[src/rtl/serial_add_pkg.sv]
// Shared types and elaboration helpers for the slice-serial adder controller.
package serial_add_pkg;

   typedef enum logic [1:0] {
      IDLE = 2'd0,
      RUN  = 2'd1,
      DONE = 2'd2
   } state_t;

   // Counter width for WIDTH/SLICE slice steps; never narrower than one bit.
   function automatic int cnt_width(input int width, input int slice);
      int n;
      n = width / slice;
      return (n < 2) ? 1 : $clog2(n);
   endfunction

endpackage

[src/rtl/serial_add_slice.sv]
// Combinational SLICE-bit ripple adder; each full adder is two half adders plus an OR.
module serial_add_slice #(
   parameter int SLICE = 1
) (
   input  logic [SLICE-1:0] x,
   input  logic [SLICE-1:0] y,
   input  logic             ci,
   output logic [SLICE-1:0] sum,
   output logic             co
);

   logic carry;
   logic h1_s;
   logic h1_c;
   logic h2_c;

   // NOTE: blocking assignments here are intentional: the carry variable must
   // update within the loop so each bit sees the ripple from the bit below.
   always_comb begin
      carry = ci;
      h1_s  = 1'b0;
      h1_c  = 1'b0;
      h2_c  = 1'b0;
      sum   = '0;
      for (int i = 0; i < SLICE; i++) begin
         h1_s   = x[i] ^ y[i];
         h1_c   = x[i] & y[i];
         sum[i] = h1_s ^ carry;
         h2_c   = h1_s & carry;
         carry  = h1_c | h2_c;
      end
      co = carry;
   end

endmodule

[src/rtl/serial_adder_ctrl.sv]
// WIDTH-bit adder that reuses one SLICE-bit slice over WIDTH/SLICE cycles.
// Define SERIAL_ADD_SUB_EN to add the sub port (s = a - b, cout = no borrow).
module serial_adder_ctrl
   import serial_add_pkg::*;
#(
   parameter int WIDTH = 64,
   parameter int SLICE = 1
) (
   input  logic             clk,
   input  logic             rst,
   input  logic             in_valid,
   output logic             in_ready,
   input  logic [WIDTH-1:0] a,
   input  logic [WIDTH-1:0] b,
   input  logic             cin,
`ifdef SERIAL_ADD_SUB_EN
   input  logic             sub,
`endif
   output logic             out_valid,
   input  logic             out_ready,
   output logic [WIDTH-1:0] s,
   output logic             cout,
   output logic             busy
);

   localparam int                 N     = WIDTH / SLICE;
   localparam int                 CNT_W = cnt_width(WIDTH, SLICE);
   localparam logic [CNT_W-1:0]   LAST  = CNT_W'(N - 1);

   state_t                 state;
   state_t                 state_next;
   logic [WIDTH-1:0]       a_sh;
   logic [WIDTH-1:0]       b_sh;
   logic                   carry;
   logic [CNT_W-1:0]       cnt;
   logic [SLICE-1:0]       slice_sum;
   logic                   slice_co;
   logic [WIDTH+SLICE-1:0] res_cat;
   logic                   sub_eff;
   logic                   accept;

`ifdef SERIAL_ADD_SUB_EN
   assign sub_eff = sub;
`else
   assign sub_eff = 1'b0;
`endif

   assign accept  = in_valid && in_ready;
   assign res_cat = {slice_sum, s};

   serial_add_slice #(.SLICE(SLICE)) u_slice (
      .x   (a_sh[SLICE-1:0]),
      .y   (b_sh[SLICE-1:0]),
      .ci  (carry),
      .sum (slice_sum),
      .co  (slice_co)
   );

   // NOTE: sequential state uses non-blocking assignments so every register
   // samples pre-edge values regardless of statement order.
   always_ff @(posedge clk) begin
      if (rst) state <= IDLE;
      else     state <= state_next;
   end

   // NOTE: state_next gets a default first so no path leaves it unassigned
   // and no latch is inferred.
   always_comb begin
      state_next = state;
      case (state)
         IDLE:    if (in_valid)     state_next = RUN;
         RUN:     if (cnt == LAST)  state_next = DONE;
         DONE:    if (out_ready)    state_next = IDLE;
         default:                   state_next = IDLE;
      endcase
   end

   always_comb begin
      in_ready = (state == IDLE);
      busy     = (state == RUN) || (state == DONE);
   end

   // The result shifts in at the top, so after N steps slice 0 sits at bit 0.
   always_ff @(posedge clk) begin
      if (rst) begin
         a_sh      <= '0;
         b_sh      <= '0;
         carry     <= 1'b0;
         cnt       <= '0;
         s         <= '0;
         cout      <= 1'b0;
         out_valid <= 1'b0;
      end else if (accept) begin
         a_sh  <= a;
         b_sh  <= sub_eff ? ~b : b;
         carry <= sub_eff ? 1'b1 : cin;
         cnt   <= '0;
      end else if (state == RUN) begin
         a_sh  <= a_sh >> SLICE;
         b_sh  <= b_sh >> SLICE;
         s     <= res_cat[WIDTH+SLICE-1:SLICE];
         carry <= slice_co;
         cnt   <= cnt + CNT_W'(1);
         if (cnt == LAST) begin
            cout      <= slice_co;
            out_valid <= 1'b1;
         end
      end else if (state == DONE && out_ready) begin
         out_valid <= 1'b0;
      end
   end

endmodule
[config.mk]
export PLATFORM = sky130hd
export DESIGN_NAME = serial_adder_ctrl
export DESIGN_NICKNAME = d
export VERILOG_FILES = /design/src/rtl/serial_add_pkg.sv /design/src/rtl/serial_add_slice.sv /design/src/rtl/serial_adder_ctrl.sv
export SDC_FILE = /design/constraint.sdc
export NUM_CORES = 1
export LEC_CHECK = 0
export BUFFER_PORTS_ARGS = -buffer_cell sky130_fd_sc_hd__buf_4
export CORE_MARGIN = 2
export CORE_UTILIZATION = 43
export DETAILED_ROUTE_END_ITERATION = 10
export GPL_TIMING_DRIVEN = 1
export PLACE_DENSITY = 0.78
export SLEW_MARGIN = 5
export SYNTH_ARGS = -nofsm -noshare
export SYNTH_HDL_FRONTEND = slang
export SYNTH_SLANG_ARGS = --single-unit
[constraint.sdc]
create_clock -name clk -period 1.8 [get_ports clk]
set_input_delay 0.27 -clock clk [delete_from_list [all_inputs] [get_ports clk]]
set_output_delay 0.27 -clock clk [all_outputs]
set_load 0.005 [all_outputs]
# Word level (Yosys, flattened, before mapping)
# Index checks and enable logic that the tools add are counted.
[classes]
addsub = 1
n_mul = 0
div_mod_pow = 0
magnitude_cmp = 0
eq_ne = 6
shift = 0
n_mux = 13
n_bitwise = 6
reduce_logical = 11
[ops]
columns = ["op", "count"]
rows = [
  ["$mux 64", 4],
  ["$reduce_and 3->1", 3],
  ["$add 6x1->6 const B", 1],
  ["$eq 6x6->1 const B", 1],
  ["$mux 2", 3],
  ["$pmux 2 s3", 1],
  ["$mux 1", 5],
  ["$ne 2x2->1 const B", 2],
  ["$reduce_bool 2->1", 2],
  ["$and 1x1->1", 2],
  ["$eq 2x1->1 const B", 1],
  ["$eq 2x2->1 const B", 1],
  ["$logic_and 1x1->1", 2],
  ["$logic_not 2->1", 1],
  ["$ne 2x1->1 const B", 1],
  ["$reduce_and 2->1", 1],
  ["$reduce_or 2->1", 1],
  ["$xor 1x1->1", 2],
  ["$logic_or 1x1->1", 1],
  ["$not 1->1", 1],
  ["$or 1x1->1", 1],
]
[word_totals]
ff_bits = 203
latch_bits = 0
ram_bits = 0
rom_bits = 0
inputBits = 133
elab_cells = 45
mem_count = 0

# Longest topological paths before layout
# Gate-level depths: netlist (run 1).
[depth]
ltp_word = 5
ltp_mapped = 8

# Cells and area by module
# From an unflattened synthesis (run 1), not the netlist that was laid out.
[hier_totals]
cells_unflattened = 839
hier_area_um2 = 8373.0
[modules_own_cells]
columns = ["module", "instances", "cells_each", "area_each_um2", "seq_area_each_um2"]
rows = [
  ["serial_adder_ctrl", 1, 838, 8353.0, 4063.9],
  ["serial_add_slice", 1, 1, 20.0, 0.0],
]

# Worst setup path after synthesis (run 1)
# Ideal clock, no wire load.
[synth_timing]
path_kind = "register -> register"
from = "register state[1]"
to = "register state[0]"
t_arrival_ns = 1.436
required_time_ns = 1.728
setup_slack_ns = 0.292
stages_incl_launch_ff = 7
path_buffers = 1
period_less_slack_ns = 1.508
path_cell_list = "dfxtp_1 -> inv_1 -> ha_1 -> buf_4 -> a21boi_1 -> a2111oi_2 -> mux2i_1"
[synth_via]
elab_chain_len = 3
elab_cells_between_ends = 8
classes_between = "5 x eq/ne; 1 x mux; 2 x reduce/logical"
[synth_lines]
columns = ["element", "line", "text"]
rows = [
  ["start, declared", "serial_adder_ctrl.sv:30", "state_t state;"],
  ["start signal, assigned", "serial_adder_ctrl.sv:63", "else state <= state_next;"],
  ["$eq 2x1->1, or another cell as far along", "serial_adder_ctrl.sv:70", "case (state)"],
  ["$ne 2x1->1 (no source line) / $ne 2x2->1 (equally long branches)", "n/a", ""],
  ["$reduce_and 3->1 (no source line)", "n/a", ""],
]
# Parallel ways exist; a longest one is shown, timed or not.
# A chain may end at the register's enable or synchronous reset.

# Worst setup path after layout (run 1)
[layout_timing]
from = "register state[1]"
to = "register b_sh[42]"
[layout_via]
elab_chain_len = 3
elab_cells_between_ends = 5
classes_between = "1 x eq/ne; 1 x mux; 3 x reduce/logical"
[layout_lines]
columns = ["element", "line", "text"]
rows = [
  ["$logic_not 2->1", "serial_adder_ctrl.sv:79", "in_ready = (state == IDLE);"],
  ["$logic_and 1x1->1", "serial_adder_ctrl.sv:48", "assign accept = in_valid && in_ready;"],
  ["$mux 64 / $reduce_bool 2->1 (equally long branches)", "n/a", ""],
  ["end signal, assigned", "serial_adder_ctrl.sv:95", "b_sh <= sub_eff ? ~b : b;"],
  ["end signal, assigned", "serial_adder_ctrl.sv:100", "b_sh <= b_sh >> SLICE;"],
  ["end, declared", "serial_adder_ctrl.sv:33", "logic [WIDTH-1:0] b_sh;"],
]
# Parallel ways exist; a longest one is shown, timed or not.

==> results.py, run 1 <==
metrics = {
    "run_status": {
        "status": "finished clean",
    },
    "drt": {
        "wirelength_mm": 18.8,
        "viasPerCell": 5.07,
        "route.detailed.drc": 0,
        "vias": 6540,
        "first_pass_iters": 4,
        "wl_per_cell_um": 14.6,
        "ant_nets": 0,
        "drtIter0Drc": 304,
    },
    "clock_tree": {
        "clock-sinks": 203,
        "clk_latency_ps": 490,
        "cts_hold_repair.buffers": 0,
        "cts_root_buffer": "clkbuf_16",
        "clkTransAtPathRegs_ps": 60,
        "numCtsBuffers": 22,
        "htree_levels": 1,
        "cts_tree": "built",
        "clk_path_buf_depth": 3,
    },
    "cells_and_area": {
        "nFillCells": 1678,
        "final_common_cell": "buf_4",
        "final_cell_mix": "buf_4, dfxtp_1, nor2_1",
        "area_delta_synth_final_pct": 30.2,
        "antenna_cells": 0,
        "final_nets": 1148,
        "drive_gt1_share_pct": 25.0,
        "fin_cells": 1289,
    },
    "sta": {
        "fin_ws_ps": 136,
        "setup_viol": 0,
        "timing.fmax_mhz": 601,
        "relSlewSlack_pct": 69.1,
        "period_share_pct": 92.4,
        "slew_violations": 0,
        "rsz0062_at_grt": "false",
        "layout_min_cycle_time_ps": 1660,
        "hold_viol_final": 0,
        "worstMarginPinSlew_ps": 464,
        "finalClockSkew_ps": 10.6,
        "holdWs_ps": 47.4,
        "setup_tns_ps": 0,
    },
    "floorplan": {
        "initial_utilization_pct": 43.6,
        "dieArea_sq_mm": 0.0208,
        "rows": 51,
        "io_pins": 201,
        "fp.dieH_um": 144,
        "die_w_um": 144,
        "core-area_sq_mm": 0.0193,
    },
    "critical_path": {
        "rr_worst_depth": 5,
        "end_kind": "flop",
        "critical-path-max-stage-delay_ps": 380,
        "cp.depth": 5,
        "critPathKind": "flop to flop",
        "r2r_slack_ps": 140,
        "worst-path-buf-inv": 2,
        "crit_arrival_ps": 2060,
        "path_cells": "inv_1, ha_4, buf_16, mux2i_1, a211oi_1",
        "start_kind": "flop",
        "worst_path_max_delay_cell": "buf_16",
        "crit_family": "buffers and inverters",
        "cp_max_fo": 68,
        "required_ps": 2190,
    },
    "global_routing": {
        "antenna_found_initial": 0,
        "grt_pass1_vias": 6147,
        "grt_max_degree": 93,
        "grt_pass1_wl_mm": 29.8,
        "overflow": 0,
        "gr-usage-all-layers_pct": 17.1,
    },
    "yosys": {
        "synth_edf_count": 0,
        "syn_inst": 840,
        "ys_seq_elements": 203,
        "synth-main-ff-cell": "dfxtp_1",
        "async_flop_share_pct": 0,
        "seq_area_frac_synth_pct": 48.2,
        "synth_cell_types": 31,
        "yosys_warnings": 0,
        "syn_area_per_cell_sq_um": 10.0,
        "netlist_area_sq_mm": 0.00844,
        "syn-num-nets": 979,
    },
    "worst_hold_path": {
        "hp-class": "input pin to flop",
        "holdPathStages": 3,
    },
    "placement": {
        "gp_congestion": 0.746,
        "dp.cells": 1245,
        "place_ws_ps": 78.8,
        "portBuffers": 200,
        "hpwlAfterDp_mm": 12.2,
    },
    "power_and_ir_drop": {
        "powerDensity_mw_per_mm2": 1280,
        "cellLeakagePower_nw": 4.43,
        "worst_ir_drop_vdd_v": 0.000752,
        "p_total_w": 0.0140,
    },
    "run": {
        "max_cap_violations": 0,
    },
}
==> registers in the layout (all words and copies together), names as in the netlist <==
signal and flops:
a_sh 64, b_sh 64, carry 1, cnt 6, cout 1, out_valid 1
s 64, state 2
==> synthesized netlist by cell type, types with 2 or more instances <==
cell | instances | share of area, %
buf_4 | 12 | 1.1
clkbuf_1 | 26 | 1.2
buf_6 | 10 | 1.3
nor2_1 | 196 | 8.7
nand3_1 | 4 | 0.24
a211oi_1 | 128 | 11
xor2_1 | 2 | 0.21
a21oi_1 | 4 | 0.24
nand2_1 | 6 | 0.27
dfxtp_1 | 203 | 48
xnor2_1 | 2 | 0.21
mux2i_1 | 193 | 23
inv_1 | 4 | 0.18
nor2b_1 | 2 | 0.15
ha_1 | 5 | 0.74
o21ai_0 | 2 | 0.12
nand4_1 | 2 | 0.15
buf_1 | 9 | 0.40
or3_1 | 2 | 0.15
buf_2 | 15 | 0.89
nand2b_1 | 3 | 0.22
==> tightest hold or removal path, stage by stage <==
cell	delay, ps
buf_4	110
nand2_1	50
a21oi_1	50
==> power breakdown <==
part / total [W] / switching, W / internal [W]
combinational: 0.00374 / 0.00187 / 0.00187
clock: 0.00462 / 0.00176 / 0.00286
sequential: 0.00566 / 0.000405 / 0.00525
total: 0.0140 / 0.00404 / 0.00998
==> metrics by stage <==
step | utilization (%) | area, sq um
after global routing | 56.8 | 11000
after CTS | 56.1 | 10900
after detailed placement | 52.3 | 10100
after global placement | 52.3 | 10100
final | 56.8 | 11000
after floorplan | - | 8440
==> layer usage <==
layer,global-route usage (%),share of wire (%),vias to the layer above
li1,-,-,3322
met4,4.49,2.5,0
met1,23.5,46,3034
met5,0,0,-
met3,3.91,5.4,33
met2,27.0,46,151
==> final timing paths <==
kind / from / endpoint
setup / recovery: state[1] / b_sh[42]
hold / removal: b[63] / b_sh[63]
setup reg to reg: state[1] / b_sh[42]
hold reg to reg: a_sh[63] / a_sh[63]
==> cells by family (layout without fill, tap and decap cells) <==
family          after synthesis  count (layout)  synth area share, %
compound gates              139             139                 12.3
mux                         193             193                 22.9
simple gates                218             218                 10.1
fa+ha+maj                     6               6                0.979
xor+xnor                      4               4                0.415
flops                       203             203                 48.2
buf+inv                      77             261                 5.09
==> area by class of cell <==
cell class	instances	area (sq um)	area share [%]
clock buffer	31	626	5.70
clock inverter	8	121	1.10
inverter	4	15.0	0.137
multi-input combinational	560	3970	36.1
sequential	203	4070	37.0
tap	265	332	3.02
timing repair buffer	218	1860	16.9
==> timing repair <==
action / in CTS / in global routing
buffers inserted: 0 / 2
gates resized for setup: 0 / 5
endpoints found under the setup margin: 0 / 54
Power figures use the tool's default switching activity.
==> run 2: changes to the inputs <==
--- a/config.mk
+++ b/config.mk
@@ -6,7 +6,7 @@
 export NUM_CORES = 1
 export LEC_CHECK = 0
 export BUFFER_PORTS_ARGS = -buffer_cell sky130_fd_sc_hd__buf_4
-export CORE_MARGIN = 2
+export CORE_MARGIN = 8
 export CORE_UTILIZATION = 43
 export DETAILED_ROUTE_END_ITERATION = 10
 export GPL_TIMING_DRIVEN = 1
==> results.py, run 2 (synthesis gave the netlist of run 1 again) <==
metrics = {
    "placement": {
        "gp_congestion": 0.764,
        "place_ws_ps": 116,
        "hpwlAfterDp_mm": 13.5,
        "portBuffers": 200,
        "dp.cells": 1245,
    },
    "critical_path": {
        "rr_worst_depth": 6,
        "r2r_slack_ps": 120,
        "crit_family": "flip-flops",
        "end_kind": "output port",
        "cp_max_fo": 3,
        "start_kind": "flop",
        "worstReg2RegEnd": "b_sh[9]",
        "r2r_start": "state[1]",
        "crit_arrival_ps": 1420,
        "critical-path-max-stage-delay_ps": 400,
        "critPathKind": "flop to output port",
        "worst_path_max_delay_cell": "dfxtp_1",
        "required_ps": 1530,
        "path_cells": "inv_1, ha_2, buf_4",
        "worst-path-buf-inv": 2,
    },
    "cells_and_area": {
        "top_regs": "a_sh x64, b_sh x64, s x64",
        "area_delta_synth_final_pct": 30.3,
        "final_cell_mix": "dfxtp_1, buf_4, nor2_1",
        "final_common_cell": "dfxtp_1",
        "antenna_cells": 0,
        "drive_gt1_share_pct": 25.2,
        "final_nets": 1149,
        "fin_cells": 1289,
    },
    "sta": {
        "layout_min_cycle_time_ps": 1690,
        "hold_viol_final": 0,
        "rsz0062_at_grt": "false",
        "timing.fmax_mhz": 593,
        "fin_ws_ps": 113,
        "slew_violations": 0,
        "relSlewSlack_pct": 65.8,
        "worstMarginPinSlew_ps": 513,
        "finalClockSkew_ps": 6.71,
        "period_share_pct": 93.7,
        "setup_viol": 0,
        "setup_tns_ps": 0,
    },
    "power_and_ir_drop": {
        "powerDensity_mw_per_mm2": 1270,
        "cellLeakagePower_nw": 4.43,
        "p_total_w": 0.0140,
        "worst_ir_drop_vdd_v": 0.000660,
    },
    "global_routing": {
        "overflow": 0,
        "gr-usage-all-layers_pct": 15.6,
        "antenna_found_initial": 0,
        "grt_pass1_wl_mm": 32.2,
        "grt_pass1_vias": 6442,
        "grt_max_degree": 90,
    },
    "worst_hold_path": {
        "min_from": "a[63]",
        "min_to": "a_sh[63]",
        "hp-class": "input pin to flop",
        "holdPathStages": 3,
    },
    "run": {
        "max_cap_violations": 0,
    },
    "clock_tree": {
        "clkTransAtPathRegs_ps": 60,
        "htree_levels": 1,
        "numCtsBuffers": 21,
        "clk_path_buf_depth": 3,
        "clock-sinks": 203,
        "cts_root_buffer": "clkbuf_16",
        "cts_tree": "built",
        "clk_latency_ps": 480,
    },
    "floorplan": {
        "core-area_sq_mm": 0.0193,
        "dieArea_sq_mm": 0.0244,
        "fp.dieH_um": 156,
        "rows": 51,
        "die_w_um": 156,
        "io_pins": 201,
        "initial_utilization_pct": 43.6,
    },
    "drt": {
        "drtIter0Drc": 289,
        "viasPerCell": 5.07,
        "route.detailed.drc": 0,
        "vias": 6532,
        "wl_per_cell_um": 16.0,
        "wirelength_mm": 20.6,
        "ant_nets": 0,
        "first_pass_iters": 6,
    },
    "run_status": {
        "status": "finished clean",
    },
}
[run 2: cell types whose count changed in the layout (fill, tap and decap cells not counted), moves of 2 or more]
cell,before,now
buf_12,7,10
clkbuf_1,6,4
clkbuf_8,2,6
clkinv_2,4,2
clkinvlp_4,0,2
[run 2: tightest hold or removal path: cells and delay by family]
family                 cells  cell delay (ps)
buffers and inverters      1              110
AND/OR/NAND/NOR            1               50
AO/OA/AOI/OAI              1               50
[run 2: per-layer routing]
| metal | vias to the layer above | routed length [um] | part of all wire, % | track usage (%) |
|---|---|---|---|---|
| li1 | 3324 | - | - | - |
| met1 | 3051 | 9560 | 46 | 20.1 |
| met2 | 142 | 9590 | 46 | 25.7 |
| met3 | 15 | 1300 | 6.3 | 3.91 |
| met4 | 0 | 190 | 0.92 | 3.33 |
| met5 | - | 0 | 0 | 0 |
[run 2: where the power goes]
part           total [W]  switching (W)  leakage (nW)  internal (W)
Clock            0.00441        0.00173         0.343       0.00268
Combinational    0.00387        0.00193          2.42       0.00194
Sequential       0.00567       0.000422          1.67       0.00525
[run 2: area by class of cell]
type                            count  area [sq um]
Timing Repair Buffer              220          1910
Fill cell                        1693          8340
Tap cell                          265           332
Clock buffer                       31           623
Multi-Input combinational cell    560          3970
Clock inverter                      6          85.1
Sequential cell                   203          4060
Inverter                            4          15.0
[run 2: how the worst max path moves through the flow]
stage | to | slack, ps | from | depth (start not counted)
after floorplan | state[0] | 290 | state[1] | 6
after global placement | b_sh[29] | 210 | state[1] | 6
after detailed placement | a_sh[7] | 120 | state[0] | 6
after CTS | busy | 60 | state[0] | 3
after global routing | busy | 3 | state[0] | 3
final | busy | 110 | state[0] | 3
[run 2: per-stage QoR]
step | hold WS (ps) | util (%) | area [sq um]
floorplan | 406 | - | 8440
global placement | 480 | 52.4 | 10100
detailed placement | 488 | 52.4 | 10100
CTS | 15.0 | 56.0 | 10800
global route | 29.2 | 56.9 | 11000
finish | 36.9 | 56.9 | 11000
[run 2: what timing repair did]
action	in CTS	in global routing
endpoints found under the setup margin	0	30
buffers inserted	0	3
hold buffers	0	0
resized for setup	0	4
==> run 3: changes to the inputs <==
--- a/config.mk
+++ b/config.mk
@@ -6,11 +6,14 @@
 export NUM_CORES = 1
 export LEC_CHECK = 0
 export BUFFER_PORTS_ARGS = -buffer_cell sky130_fd_sc_hd__buf_4
+export CORE_ASPECT_RATIO = 1.2
 export CORE_MARGIN = 8
 export CORE_UTILIZATION = 43
+export CTS_BUF_LIST = sky130_fd_sc_hd__clkbuf_2
 export DETAILED_ROUTE_END_ITERATION = 10
 export GPL_TIMING_DRIVEN = 1
 export PLACE_DENSITY = 0.78
+export SETUP_SLACK_MARGIN = 0.15
 export SLEW_MARGIN = 5
 export SYNTH_ARGS = -nofsm -noshare
 export SYNTH_HDL_FRONTEND = slang
==> results.py, run 3 (synthesis gave the netlist of run 1 again) <==
metrics = {
    "run_status": {
        "status": "finished clean",
    },
    "floorplan": {
        "dieArea_sq_mm": 0.0244,
        "core-area_sq_mm": 0.0194,
        "rows": 56,
        "die_w_um": 144,
        "io_pins": 201,
        "initial_utilization_pct": 43.5,
        "fp.dieH_um": 169,
    },
    "sta": {
        "relSlewSlack_pct": 60.6,
        "timing.fmax_mhz": 567,
        "layout_min_cycle_time_ps": 1770,
        "setup_tns_ps": 0,
        "slew_violations": 0,
        "setup_viol": 0,
        "worstMarginPinSlew_ps": 591,
        "hold_viol_final": 0,
        "period_share_pct": 98.1,
        "finalClockSkew_ps": 50.9,
        "fin_ws_ps": 34.9,
        "rsz0062_at_grt": "true",
    },
    "power_and_ir_drop": {
        "cellLeakagePower_nw": 5.18,
        "worst_ir_drop_vdd_v": 0.000520,
        "p_total_w": 0.0136,
        "powerDensity_mw_per_mm2": 1080,
    },
    "placement": {
        "portBuffers": 200,
        "hpwlAfterDp_mm": 13.5,
        "gp_congestion": 0.771,
        "place_ws_ps": 82.9,
    },
    "cells_and_area": {
        "drive_gt1_share_pct": 29.7,
        "final_nets": 1340,
        "multi_input_area_sq_mm": 0.00413,
        "top_regs": "a_sh x64, b_sh x64, s x64",
        "utilization_pct": 64.7,
        "seq_area_sq_mm": 0.00408,
        "area_delta_synth_final_pct": 48.8,
        "final_common_cell": "buf_4",
        "nFillCells": 1479,
        "final_cell_mix": "buf_4, nor2_1, dfxtp_1",
    },
    "drt": {
        "met1Wirelength_mm": 9.55,
        "wl_met2_mm": 13.2,
        "wl_per_cell_um": 16.8,
        "viasPerCell": 5.10,
        "highest_layer": "met4",
        "ant_nets": 0,
        "dr_wl_met3_mm": 1.50,
        "wirelength_mm": 25.2,
        "drtIter0Drc": 344,
        "first_pass_iters": 5,
        "vias": 7633,
        "route.detailed.drc": 0,
    },
    "global_routing": {
        "antenna_found_initial": 1,
        "grt_max_degree": 84,
        "grt_pass1_wl_mm": 38.0,
        "grt_pass1_vias": 7894,
        "gr-usage-all-layers_pct": 19.1,
        "overflow": 0,
    },
    "clock_tree": {
        "cts_root_buffer": "clkbuf_2",
        "htree_levels": 2,
        "clk_latency_ps": 790,
        "clkTransAtPathRegs_ps": 120,
        "numCtsBuffers": 49,
        "cts_tree": "built",
        "clock-sinks": 203,
        "clk_path_buf_depth": 3,
    },
    "critical_path": {
        "start_kind": "flop",
        "path_cells": "inv_4, ha_4, buf_6",
        "critPathKind": "flop to output port",
        "worst_path_max_delay_cell": "dfxtp_2",
        "crit_arrival_ps": 1500,
        "critical-path-max-stage-delay_ps": 370,
        "cp_max_fo": 2,
        "end_kind": "output port",
        "required_ps": 1530,
    },
    "worst_hold_path": {
        "hp-class": "input pin to flop",
    },
    "run": {
        "max_cap_violations": 0,
    },
}
-- run 3: cell count changes in the layout (fill, tap and decap cells not counted), sizes merged --
| cell | before | now |
|---|---|---|
| buf | 216 | 246 |
| bufinv | 2 | 1 |
| clkbuf | 35 | 73 |
| clkinv | 2 | 15 |
| clkinvlp | 2 | 0 |
| diode | 0 | 2 |
| dlygate4sd3 | 0 | 132 |
-- run 3: worst max-delay path, delay by kind of cell, from the launching register on --
family	cells	cell delay [ps]
adder cells (fa/ha/maj)	1	220
flip-flops	1	370
buffers and inverters	2	150
-- run 3: cell type report --
| type | count | share of cell area [%] |
|---|---|---|
| multi-input cells | 560 | 32.9 |
| flip-flops and latches | 203 | 32.5 |
| repair buffers | 383 | 28.4 |
| clock buffers | 68 | 2.71 |
| well taps | 261 | 2.60 |
| clock inverters | 16 | 0.708 |
| inverters | 4 | 0.140 |
| diodes | 2 | 0.0399 |
-- run 3: metal layers --
metal / up-vias / global-route usage [%]
met5: - / 0
met4: 0 / 10.2
met3: 83 / 4.70
met2: 248 / 34.4
met1: 3570 / 20.1
li1: 3732 / -
-- run 3: worst paths after layout --
path	from	endpoint	slack [ps]	cells past startpoint
setup / recovery	state[1]	busy	30	3
hold / removal	b[63]	b_sh[63]	310	4
setup reg to reg	state[1]	a_sh[38]	160	7
hold reg to reg	a_sh[63]	a_sh[63]	490	2
-- run 3: through the flow --
stage	instances	hold slack, ps	area [sq um]
final	1497	311	12600
after global routing	1496	234	12500
after CTS	1471	237	12100
after detailed placement	1248	478	10200
after global placement	1248	475	10200
after floorplan	840	406	8440
-- run 3: power by group --
part	total [W]	leakage, nW	internal [W]	switching, W
Sequential	0.00570	1.67	0.00524	0.000451
Combinational	0.00490	3.18	0.00264	0.00225
Clock	0.00300	0.325	0.00116	0.00184
-- run 3: what timing repair did --
| action | CTS | global route |
|---|---|---|
| pin swaps | 5 | 19 |
| endpoints found under the setup margin | 44 | 136 |
| endpoints found under the hold margin | 139 | 0 |
| cloned | 1 | 4 |
| buffers inserted | 4 | 22 |
| gates resized for setup | 16 | 49 |
| hold buffers | 134 | 0 |
